`config.mk`:
```
export PLATFORM = sky130hd
export DESIGN_NAME = joy_pad_responder
export DESIGN_NICKNAME = d
export VERILOG_FILES = /design/src/rtl/joy_pkg.sv /design/src/rtl/joy_sync2.sv /design/src/rtl/joy_pad_responder.sv
export SDC_FILE = /design/constraint.sdc
export NUM_CORES = 1
export LEC_CHECK = 0
export ABC_AREA = 0
export ABC_CLOCK_PERIOD_IN_PS = 7500
export BUFFER_PORTS_ARGS = -buffer_cell sky130_fd_sc_hd__buf_4
export CAP_MARGIN = 5
export CELL_PAD_IN_SITES_DETAIL_PLACEMENT = 1
export CELL_PAD_IN_SITES_GLOBAL_PLACEMENT = 1
export CORE_AREA = 2 2 80 82
export DETAILED_ROUTE_END_ITERATION = 16
export DIE_AREA = 0 0 82 84
export PLACE_DENSITY = 0.86
export SYNTH_ARGS = -nofsm -noshare
export SYNTH_HDL_FRONTEND = slang
export SYNTH_HIERARCHICAL = 1
export SYNTH_SLANG_ARGS = --single-unit
```
`constraint.sdc`:
```
create_clock -name clk -period 7.5 [get_ports clk]
set_input_delay 0.375 -clock clk [delete_from_list [all_inputs] [get_ports clk]]
set_output_delay 0.375 -clock clk [all_outputs]
set_load 0.02 [all_outputs]
```
`src/rtl/joy_pkg.sv`:
```
// Shared definitions for the joypad responder: FSM states, protocol
// constants, host-side register map and the reply-byte table.
package joy_pkg;

    typedef enum logic [2:0] {
        IDLE     = 3'd0,
        SHIFT    = 3'd1,
        ACK_WAIT = 3'd2,
        ACK_LOW  = 3'd3,
        IGNORE   = 3'd4
    } joy_state_e;

    // Protocol bytes
    localparam logic [7:0] REPLY_HDR = 8'hFF;
    localparam logic [7:0] PAD_ID_LO = 8'h41;
    localparam logic [7:0] PAD_ID_HI = 8'h5A;
    localparam logic [7:0] CMD_START = 8'h01;
    localparam logic [7:0] CMD_POLL  = 8'h42;

    // Byte positions within a poll
    localparam logic [2:0] BTN_LATCH_BYTE = 3'd2;
    localparam logic [2:0] LAST_BYTE      = 3'd4;

    // Register addresses shared with the host controller
    localparam logic [7:0] REG_CTRL     = 8'h00;
    localparam logic [7:0] REG_STATUS   = 8'h04;
    localparam logic [7:0] REG_LAST_CMD = 8'h08;
    localparam logic [7:0] REG_BUTTONS  = 8'h0C;

    // Reply byte sent back to the host for a given byte index
    function automatic logic [7:0] reply_byte(input logic [2:0] idx, input logic [15:0] btn);
        logic [7:0] r;
        case (idx)
            3'd0:    r = REPLY_HDR;
            3'd1:    r = PAD_ID_LO;
            3'd2:    r = PAD_ID_HI;
            3'd3:    r = btn[7:0];
            3'd4:    r = btn[15:8];
            default: r = REPLY_HDR;
        endcase
        return r;
    endfunction

endpackage

```
`src/rtl/joy_sync2.sv`:
```
// Two-flop synchronizer for one asynchronous pad input; presets to 1 so
// idle-high lines look idle straight out of reset.
module joy_sync2 (
    input  logic clk,
    input  logic rst,
    input  logic d_i,
    output logic q_o
);

    logic meta_q;
    logic sync_q;

    // Two-stage capture of the asynchronous input
    always_ff @(posedge clk) begin
        if (!rst) begin
            meta_q <= 1'b1;
            sync_q <= 1'b1;
        end else begin
            meta_q <= d_i;
            sync_q <= meta_q;
        end
    end

    assign q_o = sync_q;

endmodule

```
`src/rtl/joy_pad_responder.sv`:
```
// Digital joypad responder: answers a 5-byte host poll over a serial
// clk/cmd/data link, pulsing /ACK after each accepted byte.
module joy_pad_responder
    import joy_pkg::*;
#(
    parameter int ACK_DELAY = 16,
    parameter int ACK_WIDTH = 8
) (
    input  logic        clk,
    input  logic        rst,
    input  logic        joy_clk,
    input  logic        joy_cmd,
    input  logic        joy_att,
    input  logic [15:0] buttons,
    output logic        joy_data,
    output logic        joy_ack,
    output logic [7:0]  last_cmd,
    output logic        xfer_done
);

    localparam int CNT_MAX = (ACK_DELAY > ACK_WIDTH) ? ACK_DELAY : ACK_WIDTH;
    localparam int CNT_W   = $clog2(CNT_MAX + 1);

    logic jclk_s;
    logic jcmd_s;
    logic jatt_s;

    joy_sync2 u_sync_clk (.clk(clk), .rst(rst), .d_i(joy_clk), .q_o(jclk_s));
    joy_sync2 u_sync_cmd (.clk(clk), .rst(rst), .d_i(joy_cmd), .q_o(jcmd_s));
    joy_sync2 u_sync_att (.clk(clk), .rst(rst), .d_i(joy_att), .q_o(jatt_s));

    joy_state_e       state_q,    state_d;
    logic [2:0]       byte_idx_q, byte_idx_d;
    logic [2:0]       bit_cnt_q,  bit_cnt_d;
    logic [CNT_W-1:0] cnt_q,      cnt_d;
    logic             data_q,     data_d;
    logic             ack_q,      ack_d;
    logic             done_q,     done_d;
    logic [7:0]       last_cmd_q, last_cmd_d;
    logic [7:0]       rx_q,       rx_d;
    logic [7:0]       reply_q,    reply_d;
    logic [15:0]      btn_q,      btn_d;
    logic             jclk_prev_q;

    logic       jclk_fall;
    logic       jclk_rise;
    logic [7:0] rx_full;

    assign jclk_fall = jclk_prev_q & ~jclk_s;
    assign jclk_rise = ~jclk_prev_q & jclk_s;
    // LSB-first shift: after eight rising edges the first bit sits in bit 0
    assign rx_full   = {jcmd_s, rx_q[7:1]};

    // Next-state and output logic; deselect overrides everything else
    always_comb begin
        state_d    = state_q;
        byte_idx_d = byte_idx_q;
        bit_cnt_d  = bit_cnt_q;
        cnt_d      = cnt_q;
        data_d     = data_q;
        ack_d      = ack_q;
        done_d     = 1'b0;
        last_cmd_d = last_cmd_q;
        rx_d       = rx_q;
        reply_d    = reply_q;
        btn_d      = btn_q;

        if (jatt_s) begin
            state_d    = IDLE;
            byte_idx_d = '0;
            bit_cnt_d  = '0;
            cnt_d      = '0;
            data_d     = 1'b1;
            ack_d      = 1'b1;
            rx_d       = '0;
        end else begin
            case (state_q)
                IDLE: begin
                    state_d    = SHIFT;
                    byte_idx_d = '0;
                    bit_cnt_d  = '0;
                    rx_d       = '0;
                    reply_d    = reply_byte(3'd0, btn_q);
                end
                SHIFT: begin
                    if (jclk_fall) begin
                        data_d = reply_q[bit_cnt_q];
                    end else if (jclk_rise) begin
                        rx_d      = rx_full;
                        bit_cnt_d = bit_cnt_q + 3'd1;
                        if (bit_cnt_q == 3'd7) begin
                            last_cmd_d = rx_full;
                            cnt_d      = '0;
                            if (byte_idx_q == LAST_BYTE) begin
                                done_d  = 1'b1;
                                data_d  = 1'b1;
                                state_d = IGNORE;
                            end else if ((byte_idx_q == 3'd0 && rx_full != CMD_START) ||
                                         (byte_idx_q == 3'd1 && rx_full != CMD_POLL)) begin
                                data_d  = 1'b1;
                                state_d = IGNORE;
                            end else begin
                                if (byte_idx_q == BTN_LATCH_BYTE) begin
                                    btn_d = buttons;
                                end
                                state_d = ACK_WAIT;
                            end
                        end
                    end
                end
                ACK_WAIT: begin
                    if (cnt_q == CNT_W'(ACK_DELAY - 1)) begin
                        cnt_d   = '0;
                        ack_d   = 1'b0;
                        state_d = ACK_LOW;
                    end else begin
                        cnt_d = cnt_q + 1'b1;
                    end
                end
                ACK_LOW: begin
                    if (cnt_q == CNT_W'(ACK_WIDTH - 1)) begin
                        cnt_d      = '0;
                        ack_d      = 1'b1;
                        byte_idx_d = byte_idx_q + 3'd1;
                        reply_d    = reply_byte(byte_idx_q + 3'd1, btn_q);
                        state_d    = SHIFT;
                    end else begin
                        cnt_d = cnt_q + 1'b1;
                    end
                end
                IGNORE: begin
                    data_d = 1'b1;
                    ack_d  = 1'b1;
                end
                default: begin
                    state_d = IDLE;
                end
            endcase
        end
    end

    // Control state and host-visible outputs, cleared by reset
    always_ff @(posedge clk) begin
        if (!rst) begin
            state_q     <= IDLE;
            byte_idx_q  <= '0;
            bit_cnt_q   <= '0;
            cnt_q       <= '0;
            data_q      <= 1'b1;
            ack_q       <= 1'b1;
            done_q      <= 1'b0;
            last_cmd_q  <= '0;
            jclk_prev_q <= 1'b1;
        end else begin
            state_q     <= state_d;
            byte_idx_q  <= byte_idx_d;
            bit_cnt_q   <= bit_cnt_d;
            cnt_q       <= cnt_d;
            data_q      <= data_d;
            ack_q       <= ack_d;
            done_q      <= done_d;
            last_cmd_q  <= last_cmd_d;
            jclk_prev_q <= jclk_s;
        end
    end

    // Shift, reply and button holding registers; always reloaded before use
    always_ff @(posedge clk) begin
        rx_q    <= rx_d;
        reply_q <= reply_d;
        btn_q   <= btn_d;
    end

    assign joy_data  = data_q;
    assign joy_ack   = ack_q;
    assign last_cmd  = last_cmd_q;
    assign xfer_done = done_q;

endmodule

```
Yosys cells after proc, flatten, opt, wreduce, memory -nomap -nowiden:

Cells that the tools add are included.

* logic and storage cells: 117
* bits in registers: 64
* bits of input ports: 21
* output and inout bits: 11

* bitwise logic cells: 13
* equal/unequal tests: 24
* $lt $le $gt $ge: 1
* reduce and logical (&&, ||, !) cells: 21
* multiplexer cells: 37
* $add $sub $neg: 3

Operator list (count)
* $pmux 8 s2: 2
* $pmux 8 s4: 1
* $mux 3: 10
* $mux 5: 5
* $mux 8: 3
* $eq 3x2->1 const B: 5
* $pmux 3 s5: 1
* $pmux 5 s3: 1
* $eq 3x3->1 const B: 4
* $pmux 3 s2: 2
* $not 1->1: 11
* $ne 2x2->1 const B: 5
* $eq 3x1->1 const B: 3
* $mux 1: 9
* $reduce_and 3->1: 3
* $ne 8x1->1 const B: 1
* $ne 8x7->1 const B: 1
* $reduce_and 4->1: 2
* $reduce_and 8->1: 1
* $add 3x1->3 const B: 2
* $logic_not 3->1: 2
* $ne 3x3->1 const B: 2
* $reduce_and 6->1: 1
* $reduce_bool 2->1: 3
* other kinds (16): 19

Logic depth before layout (Yosys ltp):

* depth after elaboration: 9
* gate-level depth with buffers: 8

Hierarchy:

The synthesis kept the hierarchy.

By module, submodules not included
* joy_pad_responder: area an instance 2691.3 um2, instances 1, seq. area each 1381.3 um2, cells each 248
* joy_sync2: area an instance 52.6 um2, instances 3, seq. area each 40.0 um2, cells each 4

Worst setup path before layout:

No wires, ideal clock.

* path kind: register -> register
* start point: register byte_idx_q[2]
* end point: register btn_q[0] (enable)
* data required time: 7.070 ns
* cell stages (with the launch flop): 6
* slack: 4.172 ns
* data arrival time: 2.898 ns
* cells stage by stage: dfxtp_1 -> buf_6 -> or4b_4 -> o31ai_4 -> nand2_1 -> nor4_1

* cells in the longest elaborated chain, start to end: 5
* elaborated cells between the ends (all ways): 10
* those cells by class: eq/ne: 3; bitwise: 2; reduce/logical: 5

RTL lines
* start, declared: line joy_pad_responder.sv:33 `logic [2:0] byte_idx_q, byte_idx_d;`
* start signal, assigned: line joy_pad_responder.sv:156 `byte_idx_q <= byte_idx_d;`
* $eq 3x1->1 / $logic_not 3->1 (equally long branches): line joy_pad_responder.sv:99, joy_pad_responder.sv:98
* $logic_and 1x1->1 (on tied branches): line joy_pad_responder.sv:99, joy_pad_responder.sv:98
* $logic_or 1x1->1: line joy_pad_responder.sv:98 `end else if ((byte_idx_q == 3'd0 && rx_full != CMD_START) ||`
* $not 1->1 (no source line)
* $reduce_and 8->1 (no source line) *
* end signal, assigned: line joy_pad_responder.sv:171 `btn_q <= btn_d;`
* end, declared: line joy_pad_responder.sv:42 `logic [15:0] btn_q, btn_d;`

Every way passes the cells marked *; elsewhere a longest branch is shown, timed or not.
A chain may end at the register's enable or synchronous reset.

Worst setup path after layout:

* start point: register cnt_q[0]
* end point: register reply_q[7] (enable)

* cells in the longest elaborated chain, start to end: 3

RTL lines
* start, declared: line joy_pad_responder.sv:35 `logic [CNT_W-1:0] cnt_q, cnt_d;`
* start signal, assigned: line joy_pad_responder.sv:158 `cnt_q <= cnt_d;`
* $eq 5x3->1: line joy_pad_responder.sv:121 `if (cnt_q == CNT_W'(ACK_WIDTH - 1)) begin`
* $ne 2x2->1 (no source line)
* $reduce_and 3->1 (no source line)
* end signal, assigned: line joy_pad_responder.sv:170 `reply_q <= reply_d;`
* end, declared: line joy_pad_responder.sv:41 `logic [7:0] reply_q, reply_d;`

No other way between the ends.

==> impl_metrics.csv <==
group,metric,value,unit
critical_path,crit_slowest_cell,"nor2b_1",
critical_path,ff2ff_path_depth,6,
cells_and_area,multi_input_area,0.00126,mm²
route,drtIter0Drc,162,
timing,period_share,35.1,%
timing,fin_crit,2630,ps
critical_path,worstPathMaxFanout,8,
power_and_ir_drop,power-per-cell-area,210,mW/mm²
timing,worst_slew_pin_slew,942,ps
floorplanning,die_area,0.00689,mm²
power_and_ir_drop,combinationalPowerShare,2.5,%
clock_tree,clk_path_buf_depth,2,
synthesis,synth.distinct_cells,44,
route,post-route-drc-count,0,
floorplanning,ios,32,
floorplanning,num_rows,29,
timing,rsz0062_at_grt,"no",
critical_path,cp.required,7470,ps
cells_and_area,drive_above_1_share,18.9,%
timing,final-setup-viol-count,0,
global_routing,antenna_found_initial,0,
clock_tree,h-tree-depth,3,
cells_and_area,regArea,0.00150,mm²
power_and_ir_drop,pwr-share-seq,50.6,%
cells_and_area,fillCellCount,673,
route,drt-pass1-iter-count,4,
power_and_ir_drop,leakagePower,0.00127,µW
placed_design,numPlacedInstances,358,
cells_and_area,final_cell_mix,"39 x dfxtp_1, 33 x buf_4, 25 x nor2_1",
power_and_ir_drop,switching_share,21.7,%
critical_path,crit_type,"flip-flop to flip-flop",
cells_and_area,num-nets-final,325,
floorplanning,fp.dieH,84,µm
critical_path,cp-end-kind,"flip-flop",
synthesis,yosys_warnings,6,
clock_tree,cts_tree,"yes",
clock_tree,post_cts_buffers,0,
route,vias,2178,
clock_tree,cts_made_buffers,9,
power_and_ir_drop,p_sw,154,µW
timing,hold_violations,0,
worst_hold_path,min_path_cells,1,
synthesis,async_reset_ff_share,0,%
route,final_antenna_net_count,0,
run,cap_violations,0,
critical_path,cp_slowest_stage_delay,690,ps
power_and_ir_drop,clockPowerShare,46.9,%
clock_tree,cts.hold.buffers_added,0,
critical_path,crit_chain,"ha_1 -> nor4bb_1 -> buf_4 -> nand3_1 -> a21oi_1 -> nor2b_1",
synthesis,synth_nets,293,
global_routing,grt_pass1_wl,11600,µm
cells_and_area,layout_commonest_cell,"dfxtp_1",
global_routing,grt_use_total,22.6,%
route,wl_per_cell,18.6,µm
outcome,run_status,"finished clean",
timing,slew_violations,0,
synthesis,synth_area,0.00285,mm²
placed_design,place_area,0.00314,mm²
route,wl,6950,µm
cells_and_area,stdcell_count,374,
cells_and_area,syn_to_final_growth,18.1,%
synthesis,yosysSeqAreaShare,52.7,%
critical_path,crit_arrival,2600,ps
synthesis,synth_edf_count,24,
placed_design,hpwl,4650,µm
power_and_ir_drop,power.internal,554,µW
global_routing,grt_max_degree,19,
global_routing,grt-ovfl-total,0,
clock_tree,post_cts_resized,0,
timing,timing.setup.tns,0,ps
floorplanning,die_x,82,µm
synthesis,syn_inst,260,
floorplanning,start_util,46.7,%
timing,timing.slew.headroom,37.0,%
timing,fin_skew,8.28,ps
placed_design,io_buffers,31,
worst_hold_path,hp-class,"input port to flip-flop",
synthesis,synth-seq-cells,63,
placed_design,dp_slack,4870,ps
clock_tree,clk-insertion-delay-late,340,ps
global_routing,grt_pass1_vias,2302,
synthesis,dominantRegCellSynth,"dfxtp_1",
clock_tree,clk_pin_slew,80,ps
timing,setup_slack,4870,ps
placed_design,globalplace.congestion,0.893,
cells_and_area,final_core_util,55.2,%
cells_and_area,stdcell_area,0.00336,mm²
synthesis,syn_area_per_cell,11.0,µm²
route,vias_per_cell,5.82,
cells_and_area,diodes,0,
floorplanning,core_area,0.00610,mm²
critical_path,start_kind,"flip-flop",
power_and_ir_drop,ir_drop,135,µV
clock_tree,clock-root-buffer,"clkbuf_8",
timing,fmax,0.380,GHz
clock_tree,clock_sinks,63,
logic make-up after synthesis:
group                      count (synthesis)  synth area share (%)
AOI/OAI and AO/OA                         50                  13.2
xor gates and xnor gates                   2                 0.615
adders and majority gates                 12                  5.27
buffers and inverters                     23                  3.38
DFF                                       63                  52.7
muxes                                     15                  6.15
and+or+nand+nor                           95                  18.7
cell type report:
class                           instances  share of cell area, %
Clock buffer                            9                   3.68
Clock inverter                          7                   2.86
Inverter                               11                   1.23
Multi-Input combinational cell        174                   37.4
Sequential cell                        63                   44.6
Tap cell                               77                   2.86
Timing Repair Buffer                   33                   7.36
synthesized netlist by cell type, drive strengths merged (5+ instances only):
cell type	count	share of area, %
dfxtp	39	27
a21oi	10	1.8
nand2	8	1.1
nor2	25	3.3
inv	11	1.4
a311o	8	2.8
and3	7	1.5
nand3	5	0.88
o21ai	11	1.9
edfxtp	24	25
a22oi	9	2.4
nor2b	15	3.3
nand2b	10	2.2
nor3	5	0.88
and2	5	1.1
ha	12	5.3
clkbuf	9	1.2
mux2i	13	4.6
power groups by stage:
stage / Clock, µW / Combinational (µW) / Sequential (µW)
floorplan: 0 / 7.89 / 365
global placement: 0 / 16.9 / 366
detailed placement: 0 / 17.5 / 366
CTS: 336 / 17.7 / 358
global route: 353 / 19.3 / 358
finish: 332 / 17.6 / 358
flip-flops by register name (all words and copies together) (netlist names), 3 cells and up:
signal,cells
btn_q,16
last_cmd,8
reply_q,8
rx_q,7
cnt_q,5
bit_cnt_q,3
byte_idx_q,3
state_q,3
metrics by stage:
step	power (µW)	hold slack [ps]
2_1_floorplan	373	386
3_3_place_gp	383	393
3_5_place_dp	384	398
4_1_cts	712	185
5_1_grt	731	178
6_report	707	200
final timing paths:
path | from | end | slack, ps
min reg2reg | u_sync_clk/meta_q | u_sync_clk/q_o | 410
max | cnt_q[0] | reply_q[7] | 4870
max reg2reg | cnt_q[0] | reply_q[7] | 4870
min | buttons[0] | btn_q[0] | 200
worst max-delay path, delay by kind of cell, from the launching register on:
kind	cells	cell delay [ps]
DFF	1	380
adders and majority gates	1	240
buffers and inverters	1	220
AOI/OAI and AO/OA	1	280
and+or+nand+nor	3	1140
metal layers:
metal  global-route usage [%]  vias to the layer above  routed length (µm)
li1                         -                     1021                   -
met1                     30.1                     1090                3000
met2                     35.0                       57                3530
met3                     5.95                       10                 313
met4                     8.79                        0                  98
met5                        0                        -                   0
Note: power is estimated with default switching activity, not from simulation.
